### src/rtl/mc_ctrl_if.sv
// Control bundle between the mc_ctrl FSM (master) and the MIPS datapath (slave).
interface mc_ctrl_if #(
    parameter int CNT_W = 32
);
    logic [5:0]       op;
    logic [5:0]       func;
    logic             zero;
    logic             mem_ready;
    logic             ir_write;
    logic             pc_write;
    logic [1:0]       pc_src;
    logic             mem_read;
    logic             mem_write;
    logic             i_or_d;
    logic [1:0]       alu_src_b;
    logic [1:0]       aluop;
    logic             reg_write;
    logic             reg_dst;
    logic             mem_to_reg;
    logic             retire;
    logic [CNT_W-1:0] retire_cnt;
    logic             illegal;
    logic [3:0]       state;

    modport master (
        input  op, func, zero, mem_ready,
        output ir_write, pc_write, pc_src, mem_read, mem_write, i_or_d,
               alu_src_b, aluop, reg_write, reg_dst, mem_to_reg,
               retire, retire_cnt, illegal, state
    );

    modport slave (
        output op, func, zero, mem_ready,
        input  ir_write, pc_write, pc_src, mem_read, mem_write, i_or_d,
               alu_src_b, aluop, reg_write, reg_dst, mem_to_reg,
               retire, retire_cnt, illegal, state
    );
endinterface

### src/rtl/mc_ctrl.sv
// mc_ctrl: multi-cycle MIPS main controller (fetch/decode/exec/mem/write-back).
// Define MC_MEM_WAIT_EN to make FETCH, MEM_RD and MEM_WR wait on mem_ready.
module mc_ctrl #(
    parameter int CNT_W = 32
) (
    input  logic      clk,
    input  logic      reset_n,
    mc_ctrl_if.master bus
);
    typedef enum logic [3:0] {
        S_FETCH  = 4'd0,
        S_DECODE = 4'd1,
        S_EXEC   = 4'd2,
        S_WB_ALU = 4'd3,
        S_MEM_RD = 4'd4,
        S_WB_MEM = 4'd5,
        S_MEM_WR = 4'd6,
        S_HALT   = 4'd7,
        S_BOOT   = 4'd8
    } state_t;

    localparam logic [5:0] OP_RTYPE = 6'h00, OP_J  = 6'h02, OP_BEQ = 6'h04;
    localparam logic [5:0] OP_ORI   = 6'h0D, OP_LUI = 6'h0F;
    localparam logic [5:0] OP_LW    = 6'h23, OP_SW  = 6'h2B;
    localparam logic [5:0] FN_NOP   = 6'h00, FN_ADDU = 6'h21, FN_SUBU = 6'h23;

    state_t           r_state, w_next;
    logic [CNT_W-1:0] r_cnt;
    logic             w_rdy, w_nop, w_rtype, w_imm, w_legal, w_retire;

`ifdef MC_MEM_WAIT_EN
    assign w_rdy = bus.mem_ready;
`else
    logic w_unused_rdy;
    assign w_unused_rdy = bus.mem_ready;
    assign w_rdy        = 1'b1;
`endif

    assign w_nop   = (bus.op == OP_RTYPE) && (bus.func == FN_NOP);
    assign w_rtype = (bus.op == OP_RTYPE) && (bus.func == FN_ADDU || bus.func == FN_SUBU);
    assign w_imm   = (bus.op == OP_ORI) || (bus.op == OP_LUI);
    assign w_legal = w_rtype || w_imm || bus.op == OP_LW || bus.op == OP_SW ||
                     bus.op == OP_BEQ || bus.op == OP_J;

    always_ff @(posedge clk or negedge reset_n) begin
        if (!reset_n) r_state <= S_BOOT;
        else          r_state <= w_next;
    end

    always_comb begin
        w_next         = r_state;
        w_retire       = 1'b0;
        bus.ir_write   = 1'b0;
        bus.pc_write   = 1'b0;
        bus.pc_src     = 2'b00;
        bus.mem_read   = 1'b0;
        bus.mem_write  = 1'b0;
        bus.i_or_d     = 1'b0;
        bus.alu_src_b  = 2'b00;
        bus.aluop      = 2'b00;
        bus.reg_write  = 1'b0;
        bus.reg_dst    = 1'b0;
        bus.mem_to_reg = 1'b0;
        case (r_state)
            S_BOOT: w_next = S_FETCH;
            S_FETCH: begin
                bus.mem_read = 1'b1;
                if (w_rdy) begin
                    bus.ir_write = 1'b1;
                    bus.pc_write = 1'b1;
                    w_next       = S_DECODE;
                end
            end
            S_DECODE: begin
                if (w_nop) begin
                    w_retire = 1'b1;
                    w_next   = S_FETCH;
                end else if (w_legal) begin
                    w_next = S_EXEC;
                end else begin
                    w_next = S_HALT;
                end
            end
            S_EXEC: begin
                case (bus.op)
                    OP_RTYPE: begin
                        bus.aluop = 2'b10;
                        w_next    = S_WB_ALU;
                    end
                    OP_ORI, OP_LUI: begin
                        bus.alu_src_b = 2'b10;
                        w_next        = S_WB_ALU;
                    end
                    OP_LW: begin
                        bus.alu_src_b = 2'b01;
                        w_next        = S_MEM_RD;
                    end
                    OP_SW: begin
                        bus.alu_src_b = 2'b01;
                        w_next        = S_MEM_WR;
                    end
                    // Branch resolves here; zero is only valid while in EXEC.
                    OP_BEQ: begin
                        bus.pc_write = bus.zero;
                        bus.pc_src   = 2'b01;
                        w_retire     = 1'b1;
                        w_next       = S_FETCH;
                    end
                    OP_J: begin
                        bus.pc_write = 1'b1;
                        bus.pc_src   = 2'b10;
                        w_retire     = 1'b1;
                        w_next       = S_FETCH;
                    end
                    default: w_next = S_HALT;
                endcase
            end
            S_WB_ALU: begin
                bus.reg_write = 1'b1;
                bus.reg_dst   = (bus.op == OP_RTYPE);
                w_retire      = 1'b1;
                w_next        = S_FETCH;
            end
            S_MEM_RD: begin
                bus.mem_read = 1'b1;
                bus.i_or_d   = 1'b1;
                if (w_rdy) w_next = S_WB_MEM;
            end
            S_WB_MEM: begin
                bus.reg_write  = 1'b1;
                bus.mem_to_reg = 1'b1;
                w_retire       = 1'b1;
                w_next         = S_FETCH;
            end
            S_MEM_WR: begin
                bus.mem_write = 1'b1;
                bus.i_or_d    = 1'b1;
                if (w_rdy) begin
                    w_retire = 1'b1;
                    w_next   = S_FETCH;
                end
            end
            S_HALT:  w_next = S_HALT;
            default: w_next = S_BOOT;
        endcase
    end

    always_ff @(posedge clk or negedge reset_n) begin
        if (!reset_n)      r_cnt <= '0;
        else if (w_retire) r_cnt <= r_cnt + 1'b1;
    end

    assign bus.retire     = w_retire;
    assign bus.retire_cnt = r_cnt;
    assign bus.illegal    = (r_state == S_HALT);
    assign bus.state      = r_state;
endmodule
### src/flat_wrapper.sv
// flat-port wrapper written by rule: the top's interface ports become plain ports
module mc_ctrl_flat 
#(
    parameter int CNT_W = 32
)
  (clk, reset_n, bus_op, bus_func, bus_zero, bus_mem_ready, bus_ir_write, bus_pc_write, bus_pc_src, bus_mem_read, bus_mem_write, bus_i_or_d, bus_alu_src_b, bus_aluop, bus_reg_write, bus_reg_dst, bus_mem_to_reg, bus_retire, bus_retire_cnt, bus_illegal, bus_state);
  mc_ctrl_if #(.CNT_W(CNT_W)) bus_i ();
  input  logic clk;
  input  logic reset_n;
  input wire logic [$bits(bus_i.op)-1:0] bus_op;
  input wire logic [$bits(bus_i.func)-1:0] bus_func;
  input wire logic [$bits(bus_i.zero)-1:0] bus_zero;
  input wire logic [$bits(bus_i.mem_ready)-1:0] bus_mem_ready;
  output wire logic [$bits(bus_i.ir_write)-1:0] bus_ir_write;
  output wire logic [$bits(bus_i.pc_write)-1:0] bus_pc_write;
  output wire logic [$bits(bus_i.pc_src)-1:0] bus_pc_src;
  output wire logic [$bits(bus_i.mem_read)-1:0] bus_mem_read;
  output wire logic [$bits(bus_i.mem_write)-1:0] bus_mem_write;
  output wire logic [$bits(bus_i.i_or_d)-1:0] bus_i_or_d;
  output wire logic [$bits(bus_i.alu_src_b)-1:0] bus_alu_src_b;
  output wire logic [$bits(bus_i.aluop)-1:0] bus_aluop;
  output wire logic [$bits(bus_i.reg_write)-1:0] bus_reg_write;
  output wire logic [$bits(bus_i.reg_dst)-1:0] bus_reg_dst;
  output wire logic [$bits(bus_i.mem_to_reg)-1:0] bus_mem_to_reg;
  output wire logic [$bits(bus_i.retire)-1:0] bus_retire;
  output wire logic [$bits(bus_i.retire_cnt)-1:0] bus_retire_cnt;
  output wire logic [$bits(bus_i.illegal)-1:0] bus_illegal;
  output wire logic [$bits(bus_i.state)-1:0] bus_state;
  assign bus_i.op = bus_op;
  assign bus_i.func = bus_func;
  assign bus_i.zero = bus_zero;
  assign bus_i.mem_ready = bus_mem_ready;
  assign bus_ir_write = bus_i.ir_write;
  assign bus_pc_write = bus_i.pc_write;
  assign bus_pc_src = bus_i.pc_src;
  assign bus_mem_read = bus_i.mem_read;
  assign bus_mem_write = bus_i.mem_write;
  assign bus_i_or_d = bus_i.i_or_d;
  assign bus_alu_src_b = bus_i.alu_src_b;
  assign bus_aluop = bus_i.aluop;
  assign bus_reg_write = bus_i.reg_write;
  assign bus_reg_dst = bus_i.reg_dst;
  assign bus_mem_to_reg = bus_i.mem_to_reg;
  assign bus_retire = bus_i.retire;
  assign bus_retire_cnt = bus_i.retire_cnt;
  assign bus_illegal = bus_i.illegal;
  assign bus_state = bus_i.state;
  mc_ctrl #(.CNT_W(CNT_W)) u_core (.clk(clk), .reset_n(reset_n), .bus(bus_i));
endmodule
### config.mk
export PLATFORM = sky130hd
export DESIGN_NAME = mc_ctrl_flat
export DESIGN_NICKNAME = d
export VERILOG_FILES = /design/src/rtl/mc_ctrl_if.sv /design/src/rtl/mc_ctrl.sv /design/src/flat_wrapper.sv
export SDC_FILE = /design/constraint.sdc
export NUM_CORES = 1
export LEC_CHECK = 0
export BUFFER_PORTS_ARGS = -buffer_cell sky130_fd_sc_hd__buf_2
export CELL_PAD_IN_SITES_DETAIL_PLACEMENT = 1
export CELL_PAD_IN_SITES_GLOBAL_PLACEMENT = 2
export CORE_MARGIN = 4
export CORE_UTILIZATION = 32
export DETAILED_ROUTE_END_ITERATION = 6
export PLACE_DENSITY_LB_ADDON = 0.1
export RECOVER_POWER = 50
export SLEW_MARGIN = 20
export SYNTH_ARGS = -nofsm -noshare
export SYNTH_HDL_FRONTEND = slang
export SYNTH_SLANG_ARGS = --single-unit
### constraint.sdc
create_clock -name clk -period 5.23 [get_ports clk]
set_input_delay 0.523 -clock clk [delete_from_list [all_inputs] [get_ports clk]]
set_output_delay 0.523 -clock clk [all_outputs]
set_load 0.01 [all_outputs]
# Yosys cells after proc, flatten, opt, wreduce, memory -nomap -nowiden
# Cells that the tools add are included.
dict set report word_totals {
  reg_bits 36
  input_bits 16
  out_inout_bits 52
  elab_cells 62
}
dict set report op_classes {
  addsub 1
  eq_ne 16
  n_mux 22
  reduce_logical 21
}
# cell n
set ops {}
lappend ops {{32-bit by 1-bit adder with 32-bit output (second input constant)} 1}
lappend ops {{6-bit equality test (second input constant)} 4}
lappend ops {{4-bit case mux with 6 select lines} 1}
lappend ops {{4-bit by 3-bit equality test with 1-bit output (second input constant)} 4}
lappend ops {{6-bit by 4-bit equality test with 1-bit output (second input constant)} 2}
lappend ops {{6-bit zero test} 2}
lappend ops {{3-bit case mux with 4 select lines} 1}
lappend ops {{2-bit OR reduction} 6}
lappend ops {{1-bit two-way mux} 9}
lappend ops {{4-bit by 2-bit equality test with 1-bit output (second input constant)} 2}
lappend ops {{2-bit two-way mux} 4}
lappend ops {{2-bit case mux with 2 select lines} 2}
lappend ops {{1-bit logical OR} 7}
lappend ops {{6-bit by 2-bit equality test with 1-bit output (second input constant)} 1}
lappend ops {{6-bit by 3-bit equality test with 1-bit output (second input constant)} 1}
lappend ops {{3-bit OR reduction} 2}
lappend ops {{4-bit by 1-bit equality test with 1-bit output (second input constant)} 1}
lappend ops {{4-bit equality test (second input constant)} 1}
lappend ops {{4-bit zero test} 1}
lappend ops {{4-bit two-way mux} 1}
lappend ops {{1-bit case mux with 2 select lines} 2}
lappend ops {{4-bit OR reduction} 1}
lappend ops {{3-bit two-way mux} 1}
lappend ops {{1-bit case mux with 3 select lines} 1}
lappend ops {{1-bit logical AND} 2}

# Logic depth before layout (Yosys ltp)
dict set report logic_depth {
  depth_word 11
  ltp_mapped 8
  depth_no_buf 6
}

# Worst setup path before layout
# OpenSTA, ideal clock, no wires.
dict set report synth_path {
  path_type {input port to output port}
  from {in bus_op[1]}
  to {out bus_retire}
  t_arrival_ns 1.697
  path_slack_ns 3.010
  cell_stages 5
  n_path_buf 1
  path_cell_list {or3_4 > nand4b_4 > a211o_2 > inv_2 > buf_4}
}
dict set report synth_between {
  elab_chain_cells 4
  elab_cells_between_ends 8
}
# item line
set synth_rtl {}
lappend synth_rtl {{start: declaration} flat_wrapper.sv:10} ;# input wire logic [$bits(bus_i.op)-1:0] bus_op;
lappend synth_rtl {{6-bit by 2-bit equality test with 1-bit output (tied with other cells)} mc_ctrl.sv:85} ;# case (bus.op)
lappend synth_rtl {{2-bit OR reduction (no line) or 1-bit logical AND (tied branches)} --}
lappend synth_rtl {{1-bit two-way mux, on equally long branches} {mc_ctrl.sv:85, mc_ctrl.sv:75}}
lappend synth_rtl {{1-bit case mux with 3 select lines (*)} mc_ctrl.sv:64} ;# case (r_state)
lappend synth_rtl {{end: declaration} flat_wrapper.sv:25} ;# output wire logic [$bits(bus_i.retire)-1:0] bus_retire;
# Every way passes the cells marked *; elsewhere a longest branch is shown, timed or not.

# Worst setup path after layout
dict set report layout_path {
  from {reg u_core.r_state[0], in the netlist u_core.bus.state[0]}
  to {out bus_alu_src_b[0]}
}
dict set report layout_between {
  elab_chain_cells 2
}
# item line
set layout_rtl {}
lappend layout_rtl {{start: declaration} mc_ctrl.sv:27} ;# state_t r_state, w_next;
lappend layout_rtl {{start signal: assignment} mc_ctrl.sv:47} ;# else r_state <= w_next;
lappend layout_rtl {{4-bit by 2-bit equality test with 1-bit output} mc_ctrl.sv:64}
lappend layout_rtl {{2-bit two-way mux} mc_ctrl.sv:64}
lappend layout_rtl {{end: declaration} flat_wrapper.sv:20} ;# output wire logic [$bits(bus_i.alu_src_b)-1:0] bus_alu_src_b;
# Every way passes these cells.

==> flow_metrics.tcl <==
set metrics [dict create \
    p_clk_frac 0.252 \
    clkTransAtPathRegs_ns 0.08 \
    syn_area_um2 2010 \
    p_int_uw 594 \
    cts_root_buf "clkbuf_8" \
    seqPwrFrac 0.388 \
    wl_um 5500 \
    rr_worst_depth 5 \
    fin_util 0.406 \
    drv_cap 1 \
    synth-edff-count 0 \
    power_leakage_uw 0.00109 \
    grt_usage 0.155 \
    ctsHoldBuffers 0 \
    rrSetupSlack_ns 3.06 \
    ys.flop_type "dfrtp_1" \
    synth_nets 220 \
    cts_made_buffers 5 \
    finalHoldViolations 0 \
    clk_path_buf_depth 2 \
    final_cell_mix "buf_2, dfrtp_1, xnor2_1, clkbuf_1, nand3_1" \
    place.gp.congestion 0.716 \
    slew_violations 37 \
    first_pass_iters 4 \
    dpl_cell_area_um2 2360 \
    cellPowerDensity_nw_per_um2 406 \
    fin_tns_setup_ns 0 \
    hp-class "flop to flop" \
    core_area_um2 6030 \
    initialDrtViolationCount 36 \
    layout-drive-gt1-share 0.224 \
    setup_ws_ns 2.48 \
    p_sw_uw 398 \
    cp-end-kind "output pin" \
    worstMarginPinSlew_ns 1.98 \
    grt_pass1_vias 1790 \
    async_flop_share 1.00 \
    insertion_delay_ns 0.30 \
    setup_viol 0 \
    regArea_um2 902 \
    ant_nets 0 \
    avgSynthCellArea_um2 9.92 \
    io_pins 68 \
    die_w_um 87.3 \
    antenna_found_initial 0 \
    ys_seq_area_frac 0.448 \
    cp.required_ns 4.71 \
    place_inst 335 \
    final.setup_skew_ns 0.0111 \
    layout_commonest_cell "buf_2" \
    relSlewSlack -0.320 \
    wl_per_cell_um 16.0 \
    dpl_worst_slack_ns 2.51 \
    status "finished, violations left" \
    synth.distinct_cells 44 \
    dieHeight_um 87.3 \
    cts_max_level 2 \
    cp_max_fo 14 \
    ys.warnings.count 0 \
    rows 28 \
    synth-seq-cells 36 \
    rsz0062_at_grt "no" \
    area_growth_pct 21.4 \
    vias 1751 \
    start_util 0.334 \
    ir_drop_mv 0.201 \
    grt_overflow 0 \
    clock_sinks 36 \
    portBuffers 65 \
    cts_resized 0 \
    rr_endpoint "u_core.bus.retire_cnt[26]" \
    start_kind "flop" \
    comb_power_share 0.360 \
    fin_cells 343 \
    swShare 0.401 \
    drcViolationCount 0 \
    cp.arrival_ns 2.23 \
    critPathCapture "bus_alu_src_b[0]" \
    post-route-min-period_ns 2.75 \
    maxClockFrequency_mhz 363 \
    multi_input_area_um2 1030 \
    antenna_cells 0 \
    post_cts_buffers 0 \
    grt_first_pass_wirelength_um 9230 \
    critPathKind "flop to output pin" \
    cts_tree "yes" \
    die_area_um2 7630 \
    reg2reg_from "u_core.bus.retire_cnt[0]" \
    fin_crit_sh 0.526 \
    cp-startpoint "u_core.bus.state[0]" \
    violations "max-capacitance violations, max-slew violations" \
    viasPerCell 5.10 \
    synthCells 203 \
    fin_area_um2 2440 \
    nNetsFinal 284 \
    grt_start_max_net_pins 37 \
    nFillCells 735 \
    hpwlAfterDp_um 3980 \
]
[kinds of logic after synthesis]
family	share of synthesized area
XOR/XNOR	0.143
AO/OA/AOI/OAI	0.0559
flip-flops	0.448
adder cells (fa/ha/maj)	0.00621
multiplexers	0.00559
buffers and inverters	0.0398
other	0.00186
AND/OR/NAND/NOR	0.299
[power groups by stage]
stage / Clock (uW) / Combinational [uW] / Sequential (uW)
4_1_cts: 258 / 369 / 384
5_1_grt: 271 / 401 / 396
2_1_floorplan: 0 / 288 / 367
3_3_place_gp: 0 / 366 / 386
6_report: 250 / 357 / 385
3_5_place_dp: 0 / 366 / 388
[cells in the mapped netlist (all sizes together) (2+ instances only)]
| master | instances | share of area |
|---|---|---|
| or2b | 2 | 0.0081 |
| nand2 | 16 | 0.030 |
| nand4 | 10 | 0.031 |
| xor2 | 6 | 0.026 |
| nor3 | 9 | 0.022 |
| a21oi | 5 | 0.012 |
| and3 | 7 | 0.022 |
| inv | 3 | 0.0056 |
| xnor2 | 27 | 0.12 |
| and4 | 5 | 0.022 |
| buf | 4 | 0.017 |
| nor4 | 5 | 0.016 |
| clkbuf | 4 | 0.017 |
| dfrtp | 35 | 0.43 |
| a211o | 2 | 0.0093 |
| nand2b | 3 | 0.0093 |
| nor2 | 15 | 0.028 |
| or3 | 3 | 0.012 |
| nand3 | 22 | 0.055 |
| and2 | 3 | 0.011 |
| nand3b | 3 | 0.011 |
[how the worst min path moves through the flow]
stage	slack, ns	depth (start not counted)	startpoint	to
floorplan	0.23	0	reset_n	u_core.bus.retire_cnt[0]
global placement	0.45	1	u_core.bus.retire_cnt[31]	u_core.bus.retire_cnt[31]
detailed placement	0.46	1	u_core.bus.retire_cnt[31]	u_core.bus.retire_cnt[31]
CTS	0.36	1	reset_n	u_core.bus.retire_cnt[0]
global route	0.49	1	u_core.bus.retire_cnt[31]	u_core.bus.retire_cnt[31]
finish	0.47	1	u_core.bus.retire_cnt[31]	u_core.bus.retire_cnt[31]
[layout make-up]
cell class	count	area share
Clock buffer	5	0.0281
Tap cell	75	0.0384
Sequential cell	36	0.369
Clock inverter	3	0.0174
Inverter	3	0.00461
Timing Repair Buffer	65	0.120
Multi-Input combinational cell	156	0.422
[registers in the layout (all words and copies together), names as in the netlist]
signal                 flops
u_core.bus.state           4
u_core.bus.retire_cnt     32
[worst max-delay path, stage by stage, from the launching register on]
cell and delay, ns:
dfrtp_1 0.55, nand2b_1 0.27, nand2b_1 0.27, nor4_1 0.61, buf_2 0.24
[per-layer routing]
metal  vias up  part of all wire  track usage
li1        849                 -            -
met1       857              0.48        0.218
met2        39              0.45        0.233
met3         6             0.052       0.0445
met4         0             0.012       0.0418
met5         -                 0            0
[through the flow]
step / hold WS (ns) / power, uW
2_1_floorplan: 0.227 / 655
3_3_place_gp: 0.455 / 752
3_5_place_dp: 0.459 / 755
4_1_cts: 0.362 / 1010
5_1_grt: 0.485 / 1070
6_report: 0.473 / 992
Note: power is estimated with default switching activity, not from simulation.
